===== config.mk =====
export PLATFORM = sky130hd
export DESIGN_NAME = maze_ctrl
export DESIGN_NICKNAME = d
export VERILOG_FILES = /design/src/rtl/maze_ctrl.sv
export SDC_FILE = /design/constraint.sdc
export NUM_CORES = 1
export LEC_CHECK = 0
export BUFFER_PORTS_ARGS = -buffer_cell sky130_fd_sc_hd__buf_4
export CORE_MARGIN = 4
export CORE_UTILIZATION = 49
export DETAILED_ROUTE_END_ITERATION = 12
export GPL_TIMING_DRIVEN = 0
export PLACE_DENSITY = 0.86
export SLEW_MARGIN = 10
export SYNTH_ARGS = -nofsm -noshare
export SYNTH_HDL_FRONTEND = slang
export SYNTH_SLANG_ARGS = --single-unit

===== constraint.sdc =====
create_clock -name clk -period 2.2 [get_ports clk]
set_input_delay 0.22 -clock clk [delete_from_list [all_inputs] [get_ports clk]]
set_output_delay 0.22 -clock clk [all_outputs]
set_load 0.01 [all_outputs]

===== src/rtl/maze_ctrl.sv =====
// maze_ctrl: sequences one maze job at a time. It resets and seeds an
// external maze generator, waits a bounded time for it to finish, and
// then streams the finished maze row by row over a valid/ready handshake.
//
// Ports
//   clk, rst            clock, asynchronous active-high reset
//   start, abort        job request / cancel
//   seed_in             seed sampled when a start is accepted
//   gen_rst, gen_seed   generator reset and seed
//   gen_done            generator-complete flag
//   gen_row_idx/gen_row row select into the generator / selected row data
//   row_valid/row_ready streaming handshake
//   row_data/row_idx    streamed row and its index
//   row_last            streamed row is the final row
//   busy, err           job in progress / sticky generator timeout
//   maze_count          completed mazes, modulo 256
module maze_ctrl #(
  parameter int unsigned SIZE    = 9,
  parameter int unsigned TIMEOUT = 4096
) (
  input  logic            clk,
  input  logic            rst,
  input  logic            start,
  input  logic            abort,
  input  logic [15:0]     seed_in,
  output logic            gen_rst,
  output logic [15:0]     gen_seed,
  input  logic            gen_done,
  output logic [3:0]      gen_row_idx,
  input  logic [SIZE-1:0] gen_row,
  output logic            row_valid,
  input  logic            row_ready,
  output logic [SIZE-1:0] row_data,
  output logic [3:0]      row_idx,
  output logic            row_last,
  output logic            busy,
  output logic            err,
  output logic [7:0]      maze_count
);

  localparam logic [15:0] SEED_DEFAULT = 16'hACE1;
  localparam logic [3:0]  LAST_IDX     = 4'(SIZE - 1);
  localparam logic [15:0] WAIT_LAST    = 16'(TIMEOUT - 1);

  typedef enum logic [1:0] {
    S_IDLE     = 2'd0,
    S_GEN_RST  = 2'd1,
    S_GEN_WAIT = 2'd2,
    S_STREAM   = 2'd3
  } state_t;

  state_t      r_state;
  logic        r_rst_cnt;
  logic [15:0] r_wait_cnt;
  logic [15:0] r_gen_seed;
  logic        r_gen_rst;
  logic [3:0]  r_row_idx;
  logic        r_row_valid;
  logic        r_row_last;
  logic        r_busy;
  logic        r_err;
  logic [7:0]  r_maze_count;

  // Job sequencer; every output is updated together with the state so that
  // each one is a plain register.
  always_ff @(posedge clk or posedge rst) begin
    if (rst) begin
      r_state      <= S_IDLE;
      r_rst_cnt    <= 1'b0;
      r_wait_cnt   <= 16'd0;
      r_gen_seed   <= SEED_DEFAULT;
      r_gen_rst    <= 1'b1;
      r_row_idx    <= 4'd0;
      r_row_valid  <= 1'b0;
      r_row_last   <= 1'b0;
      r_busy       <= 1'b0;
      r_err        <= 1'b0;
      r_maze_count <= 8'd0;
    end else if (abort && (r_state != S_IDLE)) begin
      // Cancel: back to IDLE with count and err untouched.
      r_state     <= S_IDLE;
      r_gen_rst   <= 1'b1;
      r_row_idx   <= 4'd0;
      r_row_valid <= 1'b0;
      r_row_last  <= 1'b0;
      r_busy      <= 1'b0;
    end else begin
      case (r_state)
        S_IDLE: begin
          if (start) begin
            r_state    <= S_GEN_RST;
            r_err      <= 1'b0;
            // A zero seed would lock up the generator's LFSR.
            r_gen_seed <= (seed_in == 16'd0) ? SEED_DEFAULT : seed_in;
            r_rst_cnt  <= 1'b0;
            r_gen_rst  <= 1'b1;
            r_busy     <= 1'b1;
          end
        end
        S_GEN_RST: begin
          if (r_rst_cnt) begin
            r_state    <= S_GEN_WAIT;
            r_gen_rst  <= 1'b0;
            r_wait_cnt <= 16'd0;
          end else begin
            r_rst_cnt <= 1'b1;
          end
        end
        S_GEN_WAIT: begin
          // gen_done takes priority over a timeout in the same cycle.
          if (gen_done) begin
            r_state     <= S_STREAM;
            r_row_idx   <= 4'd0;
            r_row_valid <= 1'b1;
            r_row_last  <= (LAST_IDX == 4'd0);
          end else if (r_wait_cnt == WAIT_LAST) begin
            r_state   <= S_IDLE;
            r_err     <= 1'b1;
            r_gen_rst <= 1'b1;
            r_busy    <= 1'b0;
          end else begin
            r_wait_cnt <= r_wait_cnt + 16'd1;
          end
        end
        S_STREAM: begin
          if (row_ready) begin
            if (r_row_last) begin
              r_state      <= S_IDLE;
              r_maze_count <= r_maze_count + 8'd1;
              r_gen_rst    <= 1'b1;
              r_row_idx    <= 4'd0;
              r_row_valid  <= 1'b0;
              r_row_last   <= 1'b0;
              r_busy       <= 1'b0;
            end else begin
              r_row_idx  <= r_row_idx + 4'd1;
              r_row_last <= ((r_row_idx + 4'd1) == LAST_IDX);
            end
          end
        end
        default: begin
          r_state <= S_IDLE;
        end
      endcase
    end
  end

  // row_idx is held at zero outside STREAM, so it doubles as the row select.
  assign gen_row_idx = r_row_idx;
  assign row_data    = gen_row;
  assign gen_rst     = r_gen_rst;
  assign gen_seed    = r_gen_seed;
  assign row_valid   = r_row_valid;
  assign row_idx     = r_row_idx;
  assign row_last    = r_row_last;
  assign busy        = r_busy;
  assign err         = r_err;
  assign maze_count  = r_maze_count;

endmodule


Yosys cells after proc, flatten, opt, wreduce, memory -nomap -nowiden
Cells that the tools add are included.

storage, ports and cells
  register bits = 52
  input port bits = 31
  output and inout port bits = 46
  word-level logic and storage cells = 95

cells by class
  add/sub/neg operators = 3
  eq/ne operators = 18
  multiplexer cells = 43
  bitwise operators = 1
  reductions and logical operators = 19

operator list
  operator                                                           number
  16-bit 2-to-1 mux                                                  4
  16-bit case mux with 2 select lines                                1
  3-bit != test, second input constant                               7
  1-bit 2-to-1 mux                                                   19
  16-bit by 1-bit adder with 16-bit output, second input constant    1
  16-bit by 12-bit == test with 1-bit output, second input constant  1
  16-bit logical NOT                                                 1
  4-bit 2-to-1 mux                                                   4
  5-bit AND reduction                                                3
  2-bit 2-to-1 mux                                                   7
  6-bit AND reduction                                                2
  2-bit != test, second input constant                               5
  3-bit AND reduction                                                3
  8-bit by 1-bit adder with 8-bit output, second input constant      1
  1-bit case mux with 2 select lines                                 4
  2-bit case mux with 4 select lines                                 1
  4-bit case mux with 2 select lines                                 1
  4-bit AND reduction                                                2
  2-bit nonzero test                                                 4
  4-bit by 1-bit adder with 4-bit output, second input constant      1
  2-bit == test, second input constant                               2
  4-bit == test, second input constant                               1
  4-bit != test, second input constant                               1
  1-bit case mux with 4 select lines                                 1
  7 further kinds                                                    7

Longest topological paths before layout
Gate-level depths: netlist of the first run.

  depth in word-level cells = 6
  mapped depth = 7
  mapped depth without buffers = 6

Worst setup path before layout of the first run
OpenSTA, ideal clock, no wires.

  kind = flip-flop to flip-flop
  start = register r_wait_cnt[13]
  end = register r_wait_cnt[14]
  library setup time = 0.124 ns
  arrival = 1.903 ns
  required time = 2.076 ns
  setup slack = 0.173 ns
  cell stages (with the launch flop) = 7
  buffers on the path = 1
  period minus slack after synthesis = 2.027 ns
  cells stage by stage = dfrtp_1 -> or3_1 -> or4_4 -> and2_1 -> buf_6 -> and3_1 -> a211o_1

on the way
  longest elaborated chain between the ends = 4
  elaborated cells between the ends (all ways) = 7
  classes of those cells = 1 x add/sub; 2 x eq/ne; 3 x mux; 1 x reduce/logical

RTL lines
  element                                   line  source
  start, declared                           54    logic [15:0] r_wait_cnt;
  start signal, assigned                    122   r_wait_cnt <= r_wait_cnt + 16'd1;
  16-bit by 1-bit adder with 16-bit output  122
  16-bit 2-to-1 mux                         116   end else if (r_wait_cnt == WAIT_LAST) begin
  16-bit 2-to-1 mux                         111   if (gen_done) begin
  16-bit case mux with 2 select lines       88    case (r_state)

Several ways; a longest one is shown, not always the timed one. The select of a mux whose other input is x is not followed.
A chain may end at the register's enable or synchronous reset.

Worst setup path in the final report of the first run
Ends and elaborated chain as after synthesis.

==> results of run 1 <==
==> what timing repair did <==
| item | 4_1_cts | 5_1_grt |
|---|---|---|
| hold buffers | 1 | 0 |
| hold endpoints to repair | 19 | 0 |
| buffers inserted | 0 | 3 |
| setup endpoints to repair | 0 | 17 |
| gates resized for setup | 0 | 3 |
==> critical path: cells and delay by family (launching register included) <==
kind	cells	cell delay (ps)
buffers and inverters	1	130
flip-flops	1	430
AND/OR/NAND/NOR	4	1280
AO/OA/AOI/OAI	1	210
==> through the flow <==
| stage | hold WS [ps] | power [mW] | setup WS, ps |
|---|---|---|---|
| after floorplan | 348 | 2.18 | 173 |
| after global placement | 445 | 2.66 | 85.8 |
| after detailed placement | 319 | 2.72 | 57.4 |
| after CTS | 123 | 3.39 | 16.9 |
| after global routing | 114 | 3.62 | 4.78 |
| final | 131 | 3.41 | 40.4 |
==> per-layer routing <==
metal	up-vias	wire length (microns)	part of all wire, %
met4	0	87	1.4
met5	-	0	0
met1	1132	2560	41
li1	1101	-	-
met2	112	2950	47
met3	10	635	10
==> kinds of logic after synthesis <==
logic type	share of synthesized area [%]
AO/OA/AOI/OAI	16.3
buffers and inverters	5.88
AND/OR/NAND/NOR	18.2
XOR/XNOR	2.99
multiplexers	5.07
flip-flops	49.7
adder cells (fa/ha/maj)	1.90
==> layout by cell type, fill, tap and decap left out, types with 7 or more instances in the layout <==
master / instances
buf_4: 82
dfrtp_1: 43
nand2_1: 28
nor2_1: 18
o21ai_0: 18
mux2_2: 11
o22a_1: 10
a31oi_1: 10
a21oi_1: 9
dfstp_2: 9
nand4_1: 7
==> state kept, by name (all words and copies together), names as in the netlist <==
signal and cells:
gen_seed 16, r_wait_cnt 16, maze_count 8, gen_row_idx 4
r_state 2, busy 1, err 1, gen_rst 1
r_rst_cnt 1, row_last 1, row_valid 1
==> final cells by class <==
type / count / area, sq um / share of cell area, %
clock buffer: 5 / 68.8 / 2.02
clock inverter: 3 / 46.3 / 1.36
tap: 70 / 87.6 / 2.57
sequential: 52 / 1310 / 38.6
buffer: 20 / 133 / 3.90
timing repair buffer: 71 / 548 / 16.1
inverter: 6 / 22.5 / 0.662
multi-input combinational: 183 / 1180 / 34.8
==> power by group <==
group / total (mW) / internal (mW) / leakage, nW / switching, mW
clock: 0.661 / 0.343 / 0.0548 / 0.318
combinational: 1.32 / 0.652 / 0.870 / 0.673
sequential: 1.43 / 1.25 / 0.665 / 0.172
total: 3.41 / 2.25 / 1.59 / 1.16
==> final timing paths <==
| check | startpoint | to | slack (ps) | cells after the start |
|---|---|---|---|---|
| worst max-delay path | r_wait_cnt[13] | r_wait_cnt[14] | 40 | 6 |
| worst min-delay path | seed_in[6] | gen_seed[6] | 130 | 2 |
| worst max register to register | r_wait_cnt[13] | r_wait_cnt[14] | 40 | 6 |
| worst min register to register | maze_count[7] | maze_count[7] | 480 | 1 |
| max in group asynchronous | rst | gen_rst | 1070 | 4 |
| min in group asynchronous | rst | gen_seed[8] | 530 | 3 |
==> qor.txt, run 1 <==
Clock insertion delay at the later pin of the skew report - 310 ps
Root Driver - clkbuf_8
Setup_tns - 0 ps
Placed insts - 398
Area contributors post-synth - dfrtp_1 (41%), dfstp_2 (9.0%), mux2_2 (4.7%)
Fill cells - 403
Post-route ant nets - 0
Crit path kind - reg2reg
Max-Cap Viols - 0
Worst path cell trace - or3_1 -> or4_4 -> and2_1 -> buf_6 -> and3_1 -> a211o_1
Nets - 374
Min Clock Period, post-route - 2160 ps
IO Count - 77
Outcome - completed
Clk buf depth - 2
Least-Margin Pin Slew - 687 ps
Vias per cell - 5.74
Share of cells above drive strength 1 - 35.6%
Worst VDD drop - 0.000466 V
Setup violators final - 0
CP Launch Type - register
PD cells - 1000 mW/mm^2
Area Growth Syn to Fin - 28.9%
CTS tree - built
Met2 Usage GRT - 31.9%
Top cell type's share of synthesized area - 40.8%
Htree depth - 2
Grt total ovfl - 0
Post-synth design cell area - 0.00264 sq mm
HP Class - in2reg
Inserted Diodes - 0
Syn_nets - 296
Via count - 2,355
Gr usage total - 19.0%
Most frequent cell after synthesis - dfrtp_1
Vias in the first global route - 2,198
Pleak - 1.59 nW
Dpl hpwl - 4620 microns
Mean Syn Cell Area - 10.1 sq um
Max incr delay on CP - 550 ps
Part of the cycle the worst path needs - 98.2%
Synth Instances - 261
CP arrival - 2360 ps
Final Wtd Congestion - 0.802
Ys flop type - dfrtp_1
Netlist cell types - 47
Most instantiated cells after synthesis - dfrtp_1 (43), nand2_1 (28), nor2_1 (19)
EDFF count, synth - 0
TritonRoute pass-1 iters - 5
Count of final max-slew check failures - 0
Post-Layout Cell Count - 410
DRT iter0 DRCs - 145
RSZ-0062 raised after global routing - false
Met1 usage - 23.1%
Yosys reg bits - 52
Fin Clk Skew - 5.78 ps
DRC Markers - 0
Worst path slowest cell - or4_4
Max FO, Critical Path - 8
Final instance area - 0.00340 sq mm
Worst slew margin - 53.8%
First-pass GRT wire length - 9780 microns
Post-synthesis sequential area ratio - 49.7%
Reg clk slew, reported paths - 90 ps
IO buf count - 66
Area after DPL - 0.00324 sq mm
Ys async rst share - 100%
TritonCTS Buffers - 5
Core Util, Final - 65.8%
Starting Density - 51.0%
Drt wl/cell - 15.2 microns
Die Area - 0.00662 sq mm
CP Data Required Time - 2400 ps
Largest net degree at the start of global routing - 29
CP Capture Type - register
Dominant cell type by area after synthesis - dfrtp_1
Die Ht - 81.4 microns
WL final - 6240 microns
Max Freq - 463 MHz
Overall die width - 81.4 microns
Initial antenna violation count - 0
Global routing's busiest layer - met2
CTS sink cnt - 52
Met3 Use GR - 5.21%
Yosys warns - 0
Core Box Area - 0.00517 sq mm
Row count - 26
Final hold vios - 0
(Power assumes the default switching activity.)
==> run 2: changes to the inputs <==
--- a/config.mk
+++ b/config.mk
@@ -11,6 +11,7 @@
 export DETAILED_ROUTE_END_ITERATION = 12
 export GPL_TIMING_DRIVEN = 0
 export PLACE_DENSITY = 0.86
+export SETUP_SLACK_MARGIN = 0.3
 export SLEW_MARGIN = 10
 export SYNTH_ARGS = -nofsm -noshare
 export SYNTH_HDL_FRONTEND = slang
==> run 2 against run 1 <==
Sequential power hardly changed. Clock skew down 0.87 ps. Clock-buffer cell count is 1 higher. Maximum frequency grew 4.2%. Via count rose by 0.76%. Non-clock buffer count is 11 higher. Flip-flop and latch count unchanged. Wire length increased by 8.8%. Critical path type unchanged. Largest power group is now combinational cells.
==> qor.txt, run 2 (synthesized netlist as in run 1, its figures left out) <==
Outcome - completed
Part of the cycle the worst path needs - 94.2% (-3.9 points)
Worst path slowest cell - or4_4
Clk buf depth - 2 (unchanged)
Max-Cap Viols - 0 (unchanged)
Root Driver - clkbuf_8
Final Wtd Congestion - 0.807 (+0.60%)
Global routing's busiest layer - met2
Switching Share - 35.7% (+1.6 points)
Pwr Total - 3.48 mW (+1.9%)
Placed insts - 398 (unchanged)
Setup violators final - 0 (unchanged)
Post-route ant nets - 0 (unchanged)
HP Class - in2reg
CP Capture Type - register
Met1 usage - 25.7% (+2.6 points)
Final instance area - 0.00356 sq mm (+4.5%)
DRC Markers - 0 (unchanged)
Final hold vios - 0 (unchanged)
Htree depth - 2 (unchanged)
Post-Layout Cell Count - 421 (+2.7%)
Pleak - 1.65 nW (+4.0%)
Gr usage total - 21.3% (+2.3 points)
CP Data Required Time - 2400 ps (about the same)
Sequential power share - 41.2% (-0.6 points)
Die Area - 0.00662 sq mm (unchanged)
NetSw - 1.24 mW (+6.8%)
Setup_tns - 0 ps (unchanged)
Starting Density - 51.0% (unchanged)
Worst path cell trace - ha_2 -> nand4_1 -> or4_4 -> and2_4 -> buf_6 -> and3_4 -> a211o_1
IO buf count - 66 (unchanged)
Area after DPL - 0.00325 sq mm (+0.15%)
Initial antenna violation count - 0 (unchanged)
Vias in the first global route - 2,289 (+4.1%)
Comb pwr share - 42.9% (+4.1 points)
Worst slew margin - 56.7% (+2.9 points)
Core Util, Final - 68.7% (+3.0 points)
Crit path kind - reg2reg
Most common cell after layout, fill and taps aside - buf_4
TritonCTS Buffers - 5 (unchanged)
PD cells - 977 mW/mm^2 (-2.5%)
Nets - 385 (+2.9%)
Die Ht - 81.4 microns (unchanged)
IO Count - 77 (unchanged)
Worst VDD drop - 0.000442 V (-5.2%)
Setup WS post-layout - 127 ps (+86.7 ps)
Inserted Diodes - 0 (unchanged)
Via count - 2,373 (+0.76%)
DP Worst Slack - 26.4 ps (-31.0 ps)
Vias per cell - 5.64 (-1.9%)
Commonest cells after routing, fill and taps aside - buf_4 (92), dfrtp_1 (42), nand2_1 (28)
Drt wl/cell - 16.1 microns (+6.0%)
First-pass GRT wire length - 10,800 microns (+11%)
TritonRoute pass-1 iters - 4 (-1)
Max FO, Critical Path - 6 (-2)
Reg clk slew, reported paths - 90 ps (about the same)
Fin Clk Skew - 4.91 ps (-0.865 ps)
Clock power frac - 15.9% (-3.5 points)
CTS sink cnt - 52 (unchanged)
Met3 Use GR - 4.43% (-0.78 points)
Grt total ovfl - 0 (unchanged)
Area Growth Syn to Fin - 34.8%
Row count - 26 (unchanged)
Hold Slack - 136 ps (+4.65 ps)
WL final - 6790 microns (+8.8%)
Max Freq - 482 MHz (+4.2%)
CP Launch Type - register
Least-Margin Pin Slew - 646 ps (-40.9 ps)
CP arrival - 2270 ps (-90 ps)
Largest net degree at the start of global routing - 38 (+31%)
RSZ-0062 raised after global routing - true
Min Clock Period, post-route - 2070 ps (-86.7 ps)
Internal power - 2.23 mW (-0.63%)
Share of cells above drive strength 1 - 42.2% (+6.6 points)
Clock insertion delay at the later pin of the skew report - 310 ps (about the same)
DRT iter0 DRCs - 176 (+21%)
Core Box Area - 0.00517 sq mm (unchanged)
Met2 Usage GRT - 37.5% (+5.5 points)
Count of final max-slew check failures - 0 (unchanged)
Dpl hpwl - 4610 microns (about the same)
CTS tree - built
Max incr delay on CP - 610 ps (+60 ps)
Overall die width - 81.4 microns (unchanged)
-- run 2: final timing paths --
check                               from              to  slack (ps)  cells past startpoint
setup / recovery           r_wait_cnt[0]  r_wait_cnt[14]         130                      7
hold / removal                seed_in[5]     gen_seed[5]         140                      2
setup reg to reg           r_wait_cnt[0]  r_wait_cnt[14]         130                      7
hold reg to reg            maze_count[7]   maze_count[7]         480                      1
max in group asynchronous            rst     gen_seed[5]        1180                      4
min in group asynchronous            rst   maze_count[5]         450                      3
-- run 2: power by group through the flow --
stage	Combinational [mW]	Clock, mW	Sequential [mW]
after detailed placement	1.28	0	1.44
after CTS	1.39	0.560	1.42
after floorplan	0.674	0	1.51
final	1.49	0.552	1.43
after global placement	1.23	0	1.43
after global routing	1.61	0.614	1.47
-- run 2: cell type report --
class | instances | area [sq um]
clock buffers | 6 | 72.6
inverters | 6 | 22.5
multi-input cells | 183 | 1270
flip-flops and latches | 52 | 1310
well taps | 70 | 87.6
plain buffers | 20 | 141
clock inverters | 2 | 16.3
fillers | 382 | 1620
repair buffers | 82 | 634
-- run 2: critical path, delay by kind of cell (launching register included) --
family | cells | cell delay [ps]
DFF | 1 | 370
adders and majority gates | 1 | 190
AOI/OAI and AO/OA | 1 | 220
and+or+nand+nor | 4 | 1060
buffers and inverters | 1 | 130
-- run 2: routing by layer --
| metal | part of all wire (%) | up-vias |
|---|---|---|
| li1 | - | 1120 |
| met1 | 41 | 1146 |
| met2 | 49 | 99 |
| met3 | 8.4 | 8 |
| met4 | 1.3 | 0 |
| met5 | 0 | - |
-- run 2: timing repair --
action	CTS	global route
setup endpoints to repair	29	27
pin swaps	4	4
resized for setup	18	12
endpoints found under the hold margin	14	0
buffers inserted	10	4
hold buffers	1	0
